--- src/rtl/io_pkg.sv ---
// Shared types for the buffered Sextium III I/O port: FSM state encoding and status bit layout.
package io_pkg;

    typedef enum logic [1:0] {
        IDLE     = 2'd0,
        RD_ACK   = 2'd1,
        WR_ACK   = 2'd2,
        WAIT_REL = 2'd3
    } io_state_t;

    localparam int STAT_UNDERRUN = 0;
    localparam int STAT_OVERRUN  = 1;
    localparam int STAT_PROTO    = 2;
    localparam int STAT_W        = 3;

endpackage

--- src/rtl/sync_fifo.sv ---
// Single-clock FIFO with combinational head; push ignored when full, pop ignored when empty.
// Zero-latency head (first-word fall-through); count changes on the edge after push/pop.
module sync_fifo #(
    parameter int WIDTH = 16,
    parameter int DEPTH = 16,
    localparam int AW   = $clog2(DEPTH),
    localparam int CW   = AW + 1
) (
    input  logic             clk,
    input  logic             reset,
    input  logic             i_push,
    input  logic [WIDTH-1:0] i_push_dat,
    input  logic             i_pop,
    output logic [WIDTH-1:0] o_head_dat,
    output logic             o_full,
    output logic             o_empty,
    output logic [CW-1:0]    o_count
);

    logic [WIDTH-1:0] r_mem [DEPTH];
    logic [AW-1:0]    r_wr_ptr;
    logic [AW-1:0]    r_rd_ptr;
    logic [CW-1:0]    r_count;
    logic             w_push;
    logic             w_pop;

    assign o_full     = (r_count == CW'(DEPTH));
    assign o_empty    = (r_count == '0);
    assign o_count    = r_count;
    assign o_head_dat = r_mem[r_rd_ptr];
    assign w_push     = i_push & ~o_full;
    assign w_pop      = i_pop & ~o_empty;

    // Storage carries no reset; only the pointers and count define validity.
    always_ff @(posedge clk) begin
        if (w_push) begin
            r_mem[r_wr_ptr] <= i_push_dat;
        end
    end

    always_ff @(posedge clk) begin
        if (reset) begin
            r_wr_ptr <= '0;
            r_rd_ptr <= '0;
            r_count  <= '0;
        end else begin
            if (w_push) begin
                r_wr_ptr <= r_wr_ptr + AW'(1);
            end
            if (w_pop) begin
                r_rd_ptr <= r_rd_ptr + AW'(1);
            end
            case ({w_push, w_pop})
                2'b10:   r_count <= r_count + CW'(1);
                2'b01:   r_count <= r_count - CW'(1);
                default: r_count <= r_count;
            endcase
        end
    end

endmodule

--- src/rtl/buffered_io_port.sv ---
// Sextium III I/O bus port with host-side input/output FIFOs; ioack is registered (1 cycle after request).
// BLOCKING=1 withholds ioack while the needed FIFO is empty/full; BLOCKING=0 acks at once and flags a sticky error.
module buffered_io_port
    import io_pkg::*;
#(
    parameter int               WIDTH        = 16,
    parameter int               IN_DEPTH     = 16,
    parameter int               OUT_DEPTH    = 16,
    parameter int               BLOCKING     = 1,
    parameter logic [WIDTH-1:0] UNDERRUN_VAL = '0
) (
    input  logic                       clk,
    input  logic                       reset,
    input  logic                       io_read,
    input  logic                       io_write,
    input  logic [WIDTH-1:0]           io_wdata,
    output logic [WIDTH-1:0]           io_rdata,
    output logic                       io_rdata_oe,
    output logic                       ioack,
    input  logic                       in_valid,
    input  logic [WIDTH-1:0]           in_data,
    output logic                       in_ready,
    output logic                       out_valid,
    output logic [WIDTH-1:0]           out_data,
    input  logic                       out_ready,
    output logic [$clog2(IN_DEPTH):0]  in_count,
    output logic [$clog2(OUT_DEPTH):0] out_count,
    output logic [STAT_W-1:0]          status,
    input  logic                       status_clr
);

    io_state_t         r_state;
    io_state_t         w_state_nxt;
    logic [WIDTH-1:0]  r_rdata;
    logic [WIDTH-1:0]  w_rdata_nxt;
    logic              r_ioack;
    logic              r_rdata_oe;
    logic [STAT_W-1:0] r_status;
    logic [STAT_W-1:0] w_status_set;

    logic              w_in_pop;
    logic [WIDTH-1:0]  w_in_head;
    logic              w_in_full;
    logic              w_in_empty;
    logic              w_out_push;
    logic              w_out_full;
    logic              w_out_empty;

    sync_fifo #(
        .WIDTH (WIDTH),
        .DEPTH (IN_DEPTH)
    ) u_in_fifo (
        .clk        (clk),
        .reset      (reset),
        .i_push     (in_valid & ~w_in_full),
        .i_push_dat (in_data),
        .i_pop      (w_in_pop),
        .o_head_dat (w_in_head),
        .o_full     (w_in_full),
        .o_empty    (w_in_empty),
        .o_count    (in_count)
    );

    sync_fifo #(
        .WIDTH (WIDTH),
        .DEPTH (OUT_DEPTH)
    ) u_out_fifo (
        .clk        (clk),
        .reset      (reset),
        .i_push     (w_out_push),
        .i_push_dat (io_wdata),
        .i_pop      (out_ready & ~w_out_empty),
        .o_head_dat (out_data),
        .o_full     (w_out_full),
        .o_empty    (w_out_empty),
        .o_count    (out_count)
    );

    assign in_ready    = ~w_in_full;
    assign out_valid   = ~w_out_empty;
    assign io_rdata    = r_rdata;
    assign io_rdata_oe = r_rdata_oe;
    assign ioack       = r_ioack;
    assign status      = r_status;

    // FIFO actions happen only on the IDLE exit, so a held strobe never repeats them.
    always_comb begin
        w_state_nxt  = r_state;
        w_rdata_nxt  = r_rdata;
        w_in_pop     = 1'b0;
        w_out_push   = 1'b0;
        w_status_set = '0;
        case (r_state)
            IDLE: begin
                if (io_read && io_write) begin
                    w_status_set[STAT_PROTO] = 1'b1;
                    w_state_nxt              = WAIT_REL;
                end else if (io_read) begin
                    if (!w_in_empty) begin
                        w_rdata_nxt = w_in_head;
                        w_in_pop    = 1'b1;
                        w_state_nxt = RD_ACK;
                    end else if (BLOCKING == 0) begin
                        w_rdata_nxt                 = UNDERRUN_VAL;
                        w_status_set[STAT_UNDERRUN] = 1'b1;
                        w_state_nxt                 = RD_ACK;
                    end
                end else if (io_write) begin
                    if (!w_out_full) begin
                        w_out_push  = 1'b1;
                        w_state_nxt = WR_ACK;
                    end else if (BLOCKING == 0) begin
                        w_status_set[STAT_OVERRUN] = 1'b1;
                        w_state_nxt                = WR_ACK;
                    end
                end
            end
            RD_ACK: begin
                if (!io_read) begin
                    w_state_nxt = IDLE;
                end
            end
            WR_ACK: begin
                if (!io_write) begin
                    w_state_nxt = IDLE;
                end
            end
            WAIT_REL: begin
                if (!io_read && !io_write) begin
                    w_state_nxt = IDLE;
                end
            end
            default: begin
                w_state_nxt = IDLE;
            end
        endcase
    end

    always_ff @(posedge clk) begin
        if (reset) begin
            r_state    <= IDLE;
            r_rdata    <= '0;
            r_ioack    <= 1'b0;
            r_rdata_oe <= 1'b0;
            r_status   <= '0;
        end else begin
            r_state    <= w_state_nxt;
            r_rdata    <= w_rdata_nxt;
            r_ioack    <= (w_state_nxt == RD_ACK) || (w_state_nxt == WR_ACK);
            r_rdata_oe <= (w_state_nxt == RD_ACK);
            // A set event in the same cycle as the clear takes priority.
            r_status   <= (status_clr ? '0 : r_status) | w_status_set;
        end
    end

endmodule

--- config.mk ---
export PLATFORM = sky130hd
export DESIGN_NAME = buffered_io_port
export DESIGN_NICKNAME = d
export VERILOG_FILES = /design/src/rtl/io_pkg.sv /design/src/rtl/sync_fifo.sv /design/src/rtl/buffered_io_port.sv
export SDC_FILE = /design/constraint.sdc
export NUM_CORES = 1
export LEC_CHECK = 0
export ABC_AREA = 1
export BUFFER_PORTS_ARGS = -buffer_cell sky130_fd_sc_hd__buf_2
export CORE_MARGIN = 2
export CORE_UTILIZATION = 30
export CTS_CLUSTER_SIZE = 24
export DETAILED_ROUTE_END_ITERATION = 16
export PLACE_DENSITY = 0.48
export SLEW_MARGIN = 5
export SYNTH_ARGS = -nofsm -noshare
export SYNTH_HDL_FRONTEND = slang
export SYNTH_SLANG_ARGS = --single-unit
--- constraint.sdc ---
create_clock -name clk -period 7.1 [get_ports clk]
set_clock_uncertainty 0.05 [all_clocks]
set_input_delay 0.71 -clock clk [delete_from_list [all_inputs] [get_ports clk]]
set_output_delay 0.71 -clock clk [all_outputs]
set_load 0.05 [all_outputs]
==> flow_metrics.py <==
metrics = {
    "floorplan": {
        "core_sq_mm": 0.0777,
        "start_util_pct": 30.4,
        "die_y_um": 285,
        "row_count": 102,
        "die_w_um": 285,
        "ioPinCount": 88,
        "die_area_sq_mm": 0.0810,
    },
    "clock_tree": {
        "cts_resized": 0,
        "cts_tree": "built",
        "post_cts_buffers": 0,
        "cts_sinks": 563,
        "cts_buffers": 61,
        "cts-root-buf": "clkbuf_16",
        "ctsLongestPathBuffers": 3,
        "ctsHoldBuffers": 0,
        "clkTransAtPathRegs_ns": 0.06,
        "cts.htree.levels": 2,
        "clk_latency_ns": 0.65,
    },
    "worst_setup_path": {
        "slowest_delay_ns": 0.97,
        "crit_family": "flip-flops",
        "cp.arrival_ns": 3.19,
        "r2r_end": "io_rdata[2]",
        "crit_fanout": 81,
        "crit_path_end": "out_data[7]",
        "r2r-start": "u_in_fifo.r_rd_ptr[0]",
        "crit_chain": "buf_4, o211ai_1, nand3_1, nand3_1, nand2_1, buf_2",
        "cp_data_required_time_ns": 6.34,
        "path_depth": 6,
        "critPathKind": "reg -> out",
        "crit_path_top_delay_cell": "dfxtp_4",
        "path_buf_inv": 2,
        "rrSetupSlack_ns": 4.02,
        "cp-start-kind": "register",
        "ff2ff_path_depth": 8,
        "crit_path_end_kind": "output port",
        "cp_common_cell": "nand3_1",
    },
    "global_route": {
        "antenna_found_initial": 7,
        "grt_max_degree": 257,
        "grt_pass1_wl_um": 95300,
        "grt-ovfl-total": 0,
        "grt_pass1_vias": 14800,
        "track_usage_pct": 15.6,
    },
    "yosys": {
        "syn_inst": 2147,
        "synthArstFlopShare_pct": 0,
        "ys_ff_latch": 563,
        "synth_area_sq_mm": 0.0236,
        "yosysWarnings": 0,
        "synth_edf_count": 512,
        "avgSynthCellArea_sq_um": 11.0,
        "synth-main-ff-cell": "edfxtp_1",
        "synth.distinct_cells": 28,
        "yosysSeqAreaShare_pct": 69.4,
    },
    "route": {
        "drtAntennaViolNets": 0,
        "drt-pass1-iter-count": 6,
        "routed_wl_um": 64000,
        "drc": 0,
        "initialDrtViolationCount": 1391,
        "drt-vias-per-instance": 4.67,
        "wire_per_inst_um": 19.4,
        "vias": 15400,
    },
    "place": {
        "port_buffers": 85,
        "dp_slack_ns": 3.82,
        "gp_congestion": 0.813,
        "hpwl_um": 35200,
    },
    "cells_and_area": {
        "multi_input_area_sq_mm": 0.00565,
        "nNetsFinal": 2272,
        "syn_to_final_growth_pct": 15.0,
        "seq_area_sq_mm": 0.0164,
        "drive_gt1_share_pct": 10.8,
        "fillers": 7694,
        "utilization_pct": 35.0,
    },
    "sta": {
        "max_freq_ghz": 0.253,
        "holdWs_ns": 0.285,
        "setup_viol": 0,
        "slew_headroom_pct": 21.3,
        "setup_slack_ns": 3.15,
        "rsz0062_at_grt": "false",
        "period_needed_ns": 3.95,
        "hold_viol_final": 0,
        "worst_pin_slew_ns": 1.18,
        "finalMaxSlewViolations": 0,
        "tns_ns": 0,
        "finalCritPeriodShare_pct": 55.6,
    },
    "run": {
        "cap_violations": 0,
    },
    "min_path": {
        "hold_class": "in -> reg",
    },
    "power": {
        "ir_worst_vdd_v": 0.000233,
        "powerDensity_mw_per_mm2": 336,
        "leakage_nw": 10.4,
        "total_power_mw": 9.12,
    },
    "status": {
        "run_status": "completed",
    },
}
-- Yosys cell counts, types with 2 or more instances --
master,count,area share [%]
edfxtp_1,512,65
nand2_1,476,7.6
inv_1,311,4.9
nand3_1,292,6.2
o21ai_0,92,1.9
a21oi_1,87,1.8
nor2_1,82,1.3
o211ai_1,64,2.0
dfxtp_1,51,4.3
buf_2,50,1.1
clkbuf_1,35,0.56
ha_1,18,0.95
o21a_1,16,0.51
buf_1,15,0.24
buf_4,14,0.44
xor2_1,10,0.37
nand4_1,5,0.13
o21ai_1,4,0.085
clkinv_1,2,0.032
nor2_2,2,0.053
xnor2_1,2,0.074
-- stage by stage --
step                      instances  instance area, sq um
after floorplan                2148                 23600
after global placement         3191                 25200
after detailed placement       3191                 25200
after CTS                      3305                 27200
after global routing           3306                 27200
final                          3307                 27200
-- cell families (layout without fill, tap and decap cells) --
| group | count (synthesis) | in the layout | share of synthesized area (%) |
|---|---|---|---|
| buffers and inverters | 428 | 545 | 7.29 |
| other | 1 | 4 | 0.0159 |
| AO/OA/AOI/OAI | 266 | 266 | 6.52 |
| AND/OR/NAND/NOR | 858 | 858 | 15.3 |
| XOR/XNOR | 12 | 12 | 0.445 |
| flip-flops | 563 | 563 | 69.4 |
| adder cells (fa/ha/maj) | 19 | 19 | 1.04 |
-- how the worst min path moves through the flow --
stage                                       from   endpoint  cells past startpoint
final                                 status_clr  status[2]                      4
after global routing                  status_clr  status[2]                      4
after CTS                             status_clr  status[2]                      4
after detailed placement               status[2]  status[2]                      2
after global placement                 status[2]  status[2]                      2
after floorplan           u_out_fifo.r_rd_ptr[2]   register                      2
-- routing by layer --
layer	share of wire, %	vias to the layer above	routed length (um)	global-route usage (%)
li1	-	7401	-	-
met3	5.9	101	3770	2.58
met5	0.042	-	27	0
met2	45	411	28500	24.1
met4	2.3	4	1490	4.42
met1	47	7511	30200	22.5
-- cells in the final DEF, fill, tap and decap left out, types with 15 or more instances in the layout --
cell type    n
edfxtp_1   512
nand2_1    476
inv_1      308
nand3_1    292
o21ai_0     92
a21oi_1     87
buf_2       85
o211ai_1    64
clkbuf_16   61
nor2_1      50
dfxtp_1     47
buf_4       31
nor2_2      22
ha_1        18
clkbuf_1    18
o21a_1      16
clkinv_1    15
-- power breakdown --
part / internal [mW] / total, mW / switching (mW)
Combinational: 0.571 / 2.14 / 1.57
Clock: 1.77 / 3.08 / 1.32
Sequential: 3.73 / 3.90 / 0.166
Total: 6.07 / 9.12 / 3.05
-- sequential cells by signal, summed over array words and instances (netlist names), 2 cells and up, named ones only --
| register | flops |
|---|---|
| u_out_fifo.r_mem | 256 |
| u_out_fifo.r_wr_ptr | 4 |
| r_state | 2 |
| u_out_fifo.o_count | 5 |
| u_out_fifo.r_rd_ptr | 4 |
| u_in_fifo.o_count | 5 |
| u_in_fifo.r_rd_ptr | 4 |
| u_in_fifo.r_mem | 256 |
| io_rdata | 16 |
| u_in_fifo.r_wr_ptr | 4 |
-- worst register-to-register path: stages (launching register included) --
cell,delay [ns]
dfxtp_4,0.96
inv_4,0.52
buf_4,0.50
o21ai_0,0.29
nand3_1,0.09
nand3_1,0.13
nand3_1,0.26
nand2_1,0.14
inv_1,0.04
-- cell type report --
cell class | instances | share of cell area (%)
Timing Repair Buffer | 117 | 2.50
Clock inverter | 28 | 0.971
Tap cell | 1040 | 4.79
Multi-Input combinational cell | 1157 | 20.8
Clock buffer | 86 | 6.22
Antenna cell | 2 | 0.0184
Sequential cell | 563 | 60.4
Inverter | 314 | 4.35
Note: power is estimated with default switching activity, not from simulation.
